===== config.mk =====
export PLATFORM = sky130hd
export DESIGN_NAME = snoop_bus_arbiter
export DESIGN_NICKNAME = d
export VERILOG_FILES = /design/src/rtl/snoop_bus_arbiter_pkg.sv /design/src/rtl/snoop_bus_arbiter_bus_rr_picker.sv /design/src/rtl/snoop_bus_arbiter.sv
export SDC_FILE = /design/constraint.sdc
export NUM_CORES = 1
export LEC_CHECK = 0
export BUFFER_PORTS_ARGS = -buffer_cell sky130_fd_sc_hd__buf_2
export CORE_ASPECT_RATIO = 1.75
export CORE_UTILIZATION = 46
export CTS_CLUSTER_SIZE = 25
export DETAILED_ROUTE_END_ITERATION = 10
export PLACE_DENSITY = 0.77
export SLEW_MARGIN = 20
export SYNTH_ARGS = -nofsm -noshare
export SYNTH_HDL_FRONTEND = slang
export SYNTH_HIERARCHICAL = 1
export SYNTH_SLANG_ARGS = --single-unit

===== constraint.sdc =====
create_clock -name clk -period 2.1 [get_ports clk]
set_input_delay 0.105 -clock clk [delete_from_list [all_inputs] [get_ports clk]]
set_output_delay 0.105 -clock clk [all_outputs]
set_load 0.1 [all_outputs]

===== src/rtl/snoop_bus_arbiter_pkg.sv =====
// Shared types and constants for the snoop bus arbiter and the MSI cache controllers.
// The cache controllers should import SOURCE_DMEM / SOURCE_OTHER_PROC from here.
package snoop_bus_arbiter_pkg;

    typedef enum logic [2:0] {
        IDLE,
        SNOOP,
        XFER,
        MEM,
        INVAL
    } bus_state_t;

    typedef enum logic [1:0] {
        REQ_R,
        REQ_W,
        REQ_INV
    } req_type_t;

    localparam logic [1:0] SOURCE_DMEM       = 2'b00;
    localparam logic [1:0] SOURCE_OTHER_PROC = 2'b01;

    // A single pulse may carry several request bits; write beats read beats invalidate.
    function automatic req_type_t decode_req(input logic rm, input logic wm);
        if (wm)      return REQ_W;
        else if (rm) return REQ_R;
        else         return REQ_INV;
    endfunction

endpackage


===== src/rtl/snoop_bus_arbiter_bus_rr_picker.sv =====
// Two-requester round-robin picker: rr_ptr only breaks ties when both CPUs are pending.
module bus_rr_picker
    import snoop_bus_arbiter_pkg::*;
(
    input  logic [1:0] pending,
    input  logic       rr_ptr,
    output logic       owner,
    output logic       valid
);

    always_comb begin
        valid = |pending;
        owner = (pending == 2'b11) ? rr_ptr : pending[1];
    end

endmodule


===== src/rtl/snoop_bus_arbiter.sv =====
// Snoop bus / unified-memory port arbiter shared by the two MSI data-cache controllers.
// Latches one request per CPU, grants round-robin, snoops the peer, steers fill data, broadcasts invalidates.
module snoop_bus_arbiter
    import snoop_bus_arbiter_pkg::*;
#(
    parameter int unsigned ADDR_W  = 13,
    parameter int unsigned DATA_W  = 16,
    parameter int unsigned TIMEOUT = 64
) (
    input  logic              clk,
    input  logic              rst_n,
    input  logic [1:0]        read_miss,
    input  logic [1:0]        write_miss,
    input  logic [1:0]        invalidate,
    input  logic [ADDR_W-1:0] BICO0,
    input  logic [ADDR_W-1:0] BICO1,
    input  logic [1:0]        cpu_search_found,
    input  logic [DATA_W-1:0] send_other_proc_data0,
    input  logic [DATA_W-1:0] send_other_proc_data1,
    input  logic              u_rdy,
    output logic [1:0]        grant,
    output logic [1:0]        cpu_search,
    output logic [1:0]        invalidate_from_other_cpu,
    output logic [ADDR_W-1:0] BOCI,
    output logic [1:0]        cpu_datasel,
    output logic [DATA_W-1:0] other_proc_data,
    output logic              bus_timeout
);

    localparam logic [6:0] CNT_LAST = 7'(TIMEOUT - 1);

    bus_state_t        state, state_n;
    logic [1:0]        pend;
    req_type_t         ptype [2];
    logic [ADDR_W-1:0] paddr [2];

    logic              owner;
    req_type_t         cur_type;
    logic [ADDR_W-1:0] cur_addr;
    logic              inv_after;
    logic              rr_ptr;
    logic [6:0]        cnt;

    logic              pick_owner, pick_valid;
    logic              peer;
    logic              done;
    logic              set_inv_after;

    bus_rr_picker u_picker (
        .pending (pend),
        .rr_ptr  (rr_ptr),
        .owner   (pick_owner),
        .valid   (pick_valid)
    );

    assign peer = ~owner;

    always_comb begin
        state_n                   = state;
        grant                     = '0;
        cpu_search                = '0;
        invalidate_from_other_cpu = '0;
        BOCI                      = '0;
        cpu_datasel               = SOURCE_DMEM;
        other_proc_data           = '0;
        bus_timeout               = 1'b0;
        done                      = 1'b0;
        set_inv_after             = 1'b0;
        case (state)
            IDLE: begin
                if (pick_valid)
                    state_n = (ptype[pick_owner] == REQ_INV) ? INVAL : SNOOP;
            end
            SNOOP: begin
                cpu_search[peer] = 1'b1;
                BOCI             = cur_addr;
                state_n          = (cpu_search_found[peer] && cur_type == REQ_R) ? XFER : MEM;
                set_inv_after    = cpu_search_found[peer] && cur_type == REQ_W;
            end
            XFER: begin
                grant[owner]    = 1'b1;
                cpu_datasel     = SOURCE_OTHER_PROC;
                other_proc_data = peer ? send_other_proc_data1 : send_other_proc_data0;
                state_n         = IDLE;
                done            = 1'b1;
            end
            MEM: begin
                grant[owner] = 1'b1;
                BOCI         = cur_addr;
                if (u_rdy) begin
                    if (inv_after || cur_type == REQ_W) begin
                        state_n = INVAL;
                    end else begin
                        state_n = IDLE;
                        done    = 1'b1;
                    end
                end else if (cnt == CNT_LAST) begin
                    bus_timeout = 1'b1;
                    state_n     = IDLE;
                    done        = 1'b1;
                end
            end
            INVAL: begin
                invalidate_from_other_cpu[peer] = 1'b1;
                BOCI                            = cur_addr;
                grant[owner]                    = 1'b1;
                state_n                         = IDLE;
                done                            = 1'b1;
            end
            default: state_n = IDLE;
        endcase
    end

    always_ff @(posedge clk) begin
        if (!rst_n) begin
            state     <= IDLE;
            pend      <= '0;
            for (int unsigned i = 0; i < 2; i++) begin
                ptype[i] <= REQ_R;
                paddr[i] <= '0;
            end
            owner     <= 1'b0;
            cur_type  <= REQ_R;
            cur_addr  <= '0;
            inv_after <= 1'b0;
            rr_ptr    <= 1'b0;
            cnt       <= '0;
        end else begin
            state <= state_n;
            // A pulse on the cycle the owner's entry clears still sees it full and is dropped.
            for (int unsigned i = 0; i < 2; i++) begin
                if (done && owner == 1'(i)) begin
                    pend[i] <= 1'b0;
                end else if (!pend[i] && (read_miss[i] || write_miss[i] || invalidate[i])) begin
                    pend[i]  <= 1'b1;
                    ptype[i] <= decode_req(read_miss[i], write_miss[i]);
                    paddr[i] <= (i == 0) ? BICO0 : BICO1;
                end
            end
            if (state == IDLE && pick_valid) begin
                owner     <= pick_owner;
                cur_type  <= ptype[pick_owner];
                cur_addr  <= paddr[pick_owner];
                rr_ptr    <= ~pick_owner;
                inv_after <= 1'b0;
            end else if (set_inv_after) begin
                inv_after <= 1'b1;
            end
            cnt <= (state == MEM) ? cnt + 7'd1 : '0;
        end
    end

endmodule


Word-level counts from Yosys, hierarchy flattened
Memories as Yosys holds them, arrays and structs flattened. A register that Yosys moved wholly into a read port is not among the register bits.
Cells that the tools add are included.
{"block": "totals", "regBits": 17, "ram_bits": 30, "inputBits": 69, "out_inout_bits": 38, "elab_cells": 111, "n_memories": 2}
{"name": "paddr", "words": 2, "width": 13, "read_ports": 1, "rd_ports_with_merged_regs": 1, "write_ports": 2, "line_no": "snoop_bus_arbiter.sv:35", "source": "logic [ADDR_W-1:0] paddr [2];"}
{"name": "ptype", "words": 2, "width": 2, "read_ports": 1, "rd_ports_with_merged_regs": 0, "write_ports": 2, "line_no": "snoop_bus_arbiter.sv:34", "source": "req_type_t ptype [2];"}
{"block": "op_classes", "add_sub_neg": 1, "magnitude_cmp": 4, "eq_ne": 10, "muxes": 51, "bitwise": 7, "reduce_logical": 28}
{"operator": "13-bit two-way mux", "count": 3}
{"operator": "16-bit two-way mux", "count": 2}
{"operator": "2-bit two-way mux", "count": 15}
{"operator": "1-bit two-way mux", "count": 22}
{"operator": "3-bit two-way mux", "count": 5}
{"operator": "2-bit OR reduction", "count": 5}
{"operator": "1-bit logical AND", "count": 9}
{"operator": "3-bit one-hot mux with 3 select lines", "count": 1}
{"operator": "7-bit by 1-bit adder with 7-bit output, second input constant", "count": 1}
{"operator": "7-bit by 6-bit equality test with 1-bit output, second input constant", "count": 1}
{"operator": "3-bit by 2-bit equality test with 1-bit output, second input constant", "count": 2}
{"operator": "3-bit OR reduction", "count": 2}
{"operator": "1-bit logical OR", "count": 5}
{"operator": "2-bit equality test, second input constant", "count": 2}
{"operator": "1-bit by 2-bit less-than comparator with 1-bit output, second input constant", "count": 2}
{"operator": "1-bit bitwise OR", "count": 4}
{"operator": "2-bit AND reduction", "count": 2}
{"operator": "3-bit by 1-bit equality test with 1-bit output, second input constant", "count": 1}
{"operator": "3-bit equality test, second input constant", "count": 1}
{"operator": "1-bit zero test", "count": 3}
{"operator": "3-bit zero test", "count": 1}
{"operator": "3-bit inequality test, second input constant", "count": 1}
{"operator": "1-bit NOT", "count": 3}
{"operator": "1-bit demux with 1-bit select", "count": 2}
{"operator": "5 further kinds", "count": 6}

Depth between registers and ports, before layout
Gate-level depths: netlist (run 1).
{"block": "logic_depth", "depth_word": 10, "ltp_mapped": 8, "mapped_depth_nobuf": 6}

By module
The synthesis (run 1) kept the hierarchy.
{"module": "snoop_bus_arbiter", "n_inst": 1, "cells_each": 335, "area_each_um2": 3141.8, "seq_area_each_um2": 1501.4}
{"module": "bus_rr_picker", "n_inst": 1, "cells_each": 3, "area_each_um2": 17.5, "seq_area_each_um2": 0.0}

Worst setup path after synthesis (run 1)
No wires, ideal clock.
{"block": "synth_timing", "path_type": "register to output", "from": "register cnt[0]", "to": "output bus_timeout", "arrival_ps": 3112, "t_required_ps": 1995, "setup_slack_ps": -1117, "path_stages_with_launch": 5, "n_path_buf": 0, "path_cell_list": "dfxtp_1 -> ha_1 -> nand3_1 -> or3_1 -> nor3_1"}
{"block": "synth_between", "elab_chain_len": 4}
{"item": "from (decl)", "line_no": "snoop_bus_arbiter.sv:42", "source": "logic [6:0] cnt;"}
{"item": "from (signal assigned)", "line_no": "snoop_bus_arbiter.sv:149", "source": "cnt <= (state == MEM) ? cnt + 7'd1 : '0;"}
{"item": "7-bit by 6-bit equality test with 1-bit output", "line_no": "snoop_bus_arbiter.sv:97", "source": "end else if (cnt == CNT_LAST) begin"}
{"item": "1-bit two-way mux", "line_no": "snoop_bus_arbiter.sv:97"}
{"item": "1-bit two-way mux", "line_no": "snoop_bus_arbiter.sv:90", "source": "if (u_rdy) begin"}
{"item": "1-bit two-way mux", "line_no": "snoop_bus_arbiter.sv:69", "source": "case (state)"}
{"item": "to (decl)", "line_no": "snoop_bus_arbiter.sv:27", "source": "output logic bus_timeout"}
No other way between the ends.

Worst setup path in the final report (run 1)
Same ends and word-level chain as after synthesis.

==> run summary, run 1 <==
Status: completed
Hold Crit Class: input port to register
CTS tree: built
Iteration-0 DRC Markers: 113
Post-synth EDFFs: 30
Warnings, synthesis: 6
Most frequent cells in the layout: 71 x buf_2, 59 x nand2_1, 34 x buf_12, 32 x mux2i_1
CP required: 2.00 ns
Ys async rst share: 0%
LEAKAGE: 2.030 nW
R2R Path Start: state[2]
CP Max Fanout: 3
Pwr Density: 1139 mW/mm²
Die Wd: 64.65 µm
Total wire length: 7641 µm
1st-pass router iterations: 4
F_max: 0.4922 GHz
Commonest non-fill, non-tap cell in the layout: buf_2
Slew @ Worst Pin: 0.5444 ns
Worst clock skew: 0.007096 ns
Peak supply drop: 817.7 µV
Number of global-route vias before repair: 2885
Setup ws final: 0.06848 ns
Setup violators final: 0
Total die area: 0.007216 mm²
Worst Setup End Kind: output port
Via count: 2834
Routability Congestion: 0.8890
Insertion delay to the later sink of the worst-skew pair: 0.33 ns
Initial core utilization: 47.96%
Initial antenna violation count: 0
Largest net degree at the start of global routing: 31
Sequential-to-total area share from yosys stat: 47.52%
Worst-path cell chain: ha_1 -> nand3_1 -> buf_4 -> or3_4 -> nor3_4 -> buf_12
Dpl hpwl: 5932 µm
CTS max path bufs: 2
Power consumption: 5.238 mW
Reg area: 0.001501 mm²
Slew Viols, Final: 0
I/O pin total: 107
Reg clk slew, reported paths: 0.05 ns
Clk sinks: 60
Port Buf Inserts: 105
All-Layer GR Usage: 23.04%
WS Path Type: register to output port
Remaining DRCs: 0
First-pass GRT wire length: 12720 µm
Routed wire length per instance: 14.44 µm
Slew HR: 63.67%
Synth unique cells: 43
Post-CTS Setup Repair Bufs: 0
Post-CTS Hold Buffers: 0
Crit path from: cnt[0]
Antenna diodes: 0
Placed insts: 513
Max incr delay on CP: 0.39 ns
Hold wc startpoint: BICO1[10]
Share of layout cells above drive strength 1: 35.79%
Tightest hold margin: 0.1100 ns
Mapped Cells: 338
DRT antenna net count: 0
Worst endpoint data arrival time: 1.93 ns
Vias per cell: 5.357
RSZ-0062 raised after global routing: no
Fin Setup TNS: 0 ns
Clk root buf: clkbuf_16
FF+latch count, synth: 60
Min Clock Period, post-route: 2.032 ns
WP buf/inv: 2
Post-route insts no fill: 529
Most used flip-flop cell after synthesis: edfxtp_1
Post-layout net count: 512
Place WS: 0.09362 ns
Area of the multi-input gates: 0.001577 mm²
Fillers: 507
Die height: 111.6 µm
GRT overflow: 0
Crit start category: register
Avg Cell Area, Syn: 9.347 µm²
Final Hold Vio Count: 0
Top delay family on crit path: simple AND/OR/NAND/NOR gates
Placeable Area: 0.006588 mm²
Synthesized Nets: 408
FP Rows: 39
Clock H-tree levels: 3
Crit-path slowest cell: or3_4
Syn Std Cell Area: 0.003159 mm²
Final period utilization: 96.74%
CTS buffer count: 9
Layout area overhead: 45.58%
Max_cap viols: 0
layer usage:
layer	global-route usage [%]	wire (µm)	vias up
met5	0	0	-
met4	11.41	289	0
met3	6.455	405	25
met2	42.39	4200	114
met1	22.78	2745	1308
li1	-	-	1387
stage by stage:
| step | util (%) | instance area, µm² |
|---|---|---|
| 3_5_place_dp | 65.28 | 4300 |
| 6_report | 69.82 | 4599 |
| 3_3_place_gp | 65.28 | 4300 |
| 4_1_cts | 69.23 | 4561 |
| 2_1_floorplan | - | 3184 |
| 5_1_grt | 69.82 | 4599 |
worst min-delay path: cells and delay by family:
family,cells,cell delay [ns]
compound gates,1,0.09
simple gates,1,0.06
buf+inv,1,0.08
synthesized netlist by cell type, drive strengths merged (2+ instances only):
| library cell | n | share of area, % |
|---|---|---|
| a21oi | 32 | 6.3 |
| dfxtp | 30 | 19 |
| o21ai | 6 | 0.95 |
| edfxtp | 30 | 29 |
| nand2b | 2 | 0.40 |
| a31oi | 2 | 0.40 |
| o41ai | 2 | 0.55 |
| nand2 | 60 | 7.1 |
| nor2b | 19 | 3.8 |
| buf | 12 | 2.5 |
| o211a | 14 | 4.4 |
| mux2i | 32 | 10 |
| nor3b | 2 | 0.48 |
| and2 | 4 | 0.79 |
| and3 | 2 | 0.40 |
| nor2 | 34 | 4.0 |
| nand3 | 5 | 0.79 |
| clkbuf | 14 | 1.7 |
| or3 | 4 | 0.79 |
| a21boi | 3 | 0.71 |
| xor2 | 2 | 0.55 |
| o22ai | 2 | 0.40 |
| inv | 5 | 0.59 |
| xnor2 | 2 | 0.79 |
| nor3 | 6 | 0.95 |
| a21o | 2 | 0.48 |
where the power goes:
group          switching (mW)  internal [mW]  leakage, nW
clock                   0.472          0.785        0.128
sequential              0.135           1.50        0.573
combinational            1.53          0.819         1.33
total                    2.14           3.10         2.03
final timing paths:
check | endpoint | slack (ns) | cells after the start
max | bus_timeout | 0.07 | 6
min reg2reg | cnt[0] | 0.45 | 1
max reg2reg | paddr[1][9] | 0.11 | 6
min | paddr[1][10] | 0.11 | 3
repair_timing:
item / in CTS / in global routing
gates resized for setup: 2 / 9
cloned: 0 / 0
setup endpoints to repair: 27 / 64
pin swaps: 0 / 2
logic make-up (layout without fill, tap and decap cells):
family / Yosys count / count (layout) / synth area share (%)
and+or+nand+nor: 140 / 140 / 19.92
AOI/OAI and AO/OA: 69 / 69 / 15.76
DFF: 60 / 60 / 47.52
muxes: 32 / 32 / 10.14
buffers and inverters: 31 / 140 / 4.792
xor gates and xnor gates: 4 / 4 / 1.347
adders and majority gates: 1 / 1 / 0.3960
other: 1 / 1 / 0.1187
final cells by class:
| cell class | instances | share of cell area [%] |
|---|---|---|
| inverter | 5 | 0.4081 |
| clock buffer | 12 | 5.141 |
| clock inverter | 4 | 0.4081 |
| sequential | 60 | 32.64 |
| timing repair buffer | 119 | 24.89 |
| multi-input combinational | 247 | 34.28 |
| tap | 82 | 2.231 |
sequential cells by signal (all words and copies together) (netlist names):
signal     count
paddr         26
cur_addr      13
cnt            7
ptype          4
state          3
cur_type       2
pend           2
inv_after      1
owner          1
rr_ptr         1
Power figures use the tool's default switching activity.
==> run 2, diff against run 1 <==
Settings changed: CORE_MARGIN from default to 3.
==> run 2 against run 1 <==
Sequential power is essentially flat. Die area grew 10%. Via count shrank 1.1%. Non-clock buffer count shrank 2. Clock skew is essentially flat. Clock power grew 3%. Count of clock-buffer cells in the layout grew 1. Core utilization shrank 2.8 points. Critical path type unchanged. Critical endpoint is now invalidate_from_other_cpu[1].
==> run summary, run 2 (same netlist as run 1, synthesis figures left out) <==
Status: completed
Post-route insts no fill: 527 (-0.38%)
Setup violators final: 0 (unchanged)
Insertion delay to the later sink of the worst-skew pair: 0.32 ns (about the same)
WP buf/inv: 2 (unchanged)
Pwr Density: 1166 mW/mm² (+2.4%)
Final period utilization: 95.40% (-1.3 points)
Routability Congestion: 0.8483 (-4.6%)
Max_cap viols: 0 (unchanged)
Biggest regs: paddr: 26 flops, cur_addr: 13 flops, cnt: 7 flops
RSZ-0062 raised after global routing: yes
Crit start category: register
Placeable Area: 0.006588 mm² (unchanged)
Total wire length: 7915 µm (+3.6%)
Max reg flops: 26 (unchanged)
WS Path Type: register to output port
Dpl hpwl: 6010 µm (+1.3%)
CP Max Fanout: 6 (+3)
Slew Viols, Final: 0 (unchanged)
Logic pwr share: 42.9% (-1.9 points)
CTS tree: built
LEAKAGE: 1.969 nW (-3.0%)
CTS max path bufs: 2 (unchanged)
Antenna diodes: 0 (unchanged)
Power consumption: 5.145 mW (-1.8%)
Total die area: 0.007937 mm² (+10%)
Area of the multi-input gates: 0.001560 mm² (-1.0%)
Switching part of the total: 41.41% (+0.62 points)
Routed wire length per instance: 15.02 µm (+4.0%)
Crit path capture: invalidate_from_other_cpu[1]
Clk sinks: 60 (unchanged)
Number of cells on the worst reg-to-reg path: 6 (unchanged)
Iteration-0 DRC Markers: 148 (+31%)
Fillers: 538 (+6.1%)
GR peak layer: met2
Post-layout net count: 510 (-0.39%)
Initial core utilization: 47.96% (unchanged)
Place WS: 0.08997 ns (-0.003644 ns)
Switching power: 2.131 mW (-0.28%)
Slew HR: 63.57% (-0.099 points)
Vias per cell: 5.319 (-0.72%)
Clock H-tree levels: 3 (unchanged)
Min Clock Period, post-route: 2.003 ns (-0.02812 ns)
DRT antenna net count: 0 (unchanged)
Capture point of the worst reg-to-reg path: paddr[0][10]
Via count: 2803 (-1.1%)
Fin Setup TNS: 0 ns (unchanged)
Post-CTS Hold Buffers: 0 (unchanged)
Crit-path slowest cell: dfxtp_1
Largest Register: paddr
F_max: 0.4992 GHz (+1.4%)
Die height: 115.6 µm (+3.6%)
CTS buffer count: 9 (unchanged)
Worst clock skew: 0.007296 ns (+0.0001994 ns)
R2r setup slk: 0.1 ns (about the same)
Largest net degree at the start of global routing: 31 (unchanged)
FP Rows: 39 (unchanged)
Seq pwr share: 31.8% (+0.6 points)
Max incr delay on CP: 0.47 ns (+0.08 ns)
GRT overflow: 0 (unchanged)
R2R Path Start: cnt[0]
Worst Setup End Kind: output port
Layout area overhead: 39.64%
Post-CTS Setup Repair Bufs: 0 (unchanged)
Worst-path cell chain: nor3b_1 -> buf_4 -> nor2b_2 -> buf_2
All-Layer GR Usage: 21.85% (-1.2 points)
Pint: 3.014 mW (-2.8%)
Commonest non-fill, non-tap cell in the layout: buf_2
Initial antenna violation count: 0 (unchanged)
Core Util, Final: 66.97% (-2.8 points)
Clock share of power: 25.3% (+1.3 points)
M3 GR Usage: 7.371% (+0.92 points)
Peak supply drop: 557.7 µV (-32%)
Slew @ Worst Pin: 0.5459 ns (+0.001479 ns)
Clk root buf: clkbuf_16
Die Wd: 68.65 µm (+6.2%)
Port Buf Inserts: 105 (unchanged)
CP Depth: 4 (-2)
Placed insts: 511 (-0.39%)
Reg clk slew, reported paths: 0.05 ns (about the same)
Top delay family on crit path: buffers and inverters
Met2 usage: 38.54% (-3.8 points)
1st-pass router iterations: 4 (unchanged)
CP required: 2.00 ns (about the same)
Setup ws final: 0.09660 ns (+0.02812 ns)
Crit path from: state[2]
Worst endpoint data arrival time: 1.90 ns (-0.03 ns)
I/O pin total: 107 (unchanged)
Most frequent cells in the layout: 71 x buf_2, 59 x nand2_1, 32 x mux2i_1, 30 x edfxtp_1, 29 x dfxtp_1
Remaining DRCs: 0 (unchanged)
Number of global-route vias before repair: 2919 (+1.2%)
GRT met1 Usage: 23.09% (+0.31 points)
Reg area: 0.001503 mm² (about the same)
Share of layout cells above drive strength 1: 35.28% (-0.51 points)
Hold Crit Class: input port to register
First-pass GRT wire length: 13010 µm (+2.2%)
Final Hold Vio Count: 0 (unchanged)
==> run 2: cell types whose count changed in the layout (fill, tap and decap cells not counted), sizes merged <==
cell / delta
clkbuf: +13
clkinv: -1
buf: -14
==> run 2: tightest hold or removal path: stages <==
cell	delay (ns)
buf_2	0.08
nand2_1	0.06
a21oi_2	0.09
==> run 2: what timing repair did <==
action                     in CTS  in global routing
pin swaps                       1                  1
setup endpoints to repair      21                 36
gates resized for setup         3                 18
==> run 2: how the worst min path moves through the flow <==
| stage | from | endpoint | slack, ns | cells after the start |
|---|---|---|---|---|
| floorplan | u_rdy | state[2] | 0.24 | 2 |
| global placement | cnt[0] | cnt[0] | 0.43 | 1 |
| detailed placement | BICO1[3] | paddr[1][3] | 0.44 | 3 |
| CTS | BICO1[3] | paddr[1][3] | 0.10 | 3 |
| global route | BICO1[6] | paddr[1][6] | 0.12 | 3 |
| finish | BICO1[6] | paddr[1][6] | 0.11 | 3 |
==> run 2: layout make-up <==
cell class	count	area share (%)
clock buffer	13	5.672
clock inverter	3	0.3120
inverter	5	0.4254
multi-input combinational	247	35.37
sequential	60	34.06
tap	82	2.326
timing repair buffer	117	21.84
==> run 2: per-layer routing <==
| metal | vias up | part of all wire, % |
|---|---|---|
| li1 | 1386 | - |
| met1 | 1292 | 37 |
| met2 | 115 | 54 |
| met3 | 10 | 7.5 |
| met4 | 0 | 1.7 |
| met5 | - | 0 |
==> run 2: power by group through the flow <==
stage / Sequential, mW / Combinational, mW / Clock, mW
2_1_floorplan: 1.59 / 1.69 / 0
5_1_grt: 1.67 / 2.35 / 1.37
3_5_place_dp: 1.66 / 2.17 / 0
3_3_place_gp: 1.64 / 2.12 / 0
4_1_cts: 1.64 / 2.19 / 1.32
6_report: 1.64 / 2.20 / 1.30
==> run 2: stage by stage <==
step / hold WS, ns / instance area (µm²)
6_report: 0.1101 / 4412
5_1_grt: 0.1173 / 4412
4_1_cts: 0.1014 / 4362
3_5_place_dp: 0.4396 / 4090
3_3_place_gp: 0.4333 / 4090
2_1_floorplan: 0.2439 / 3184
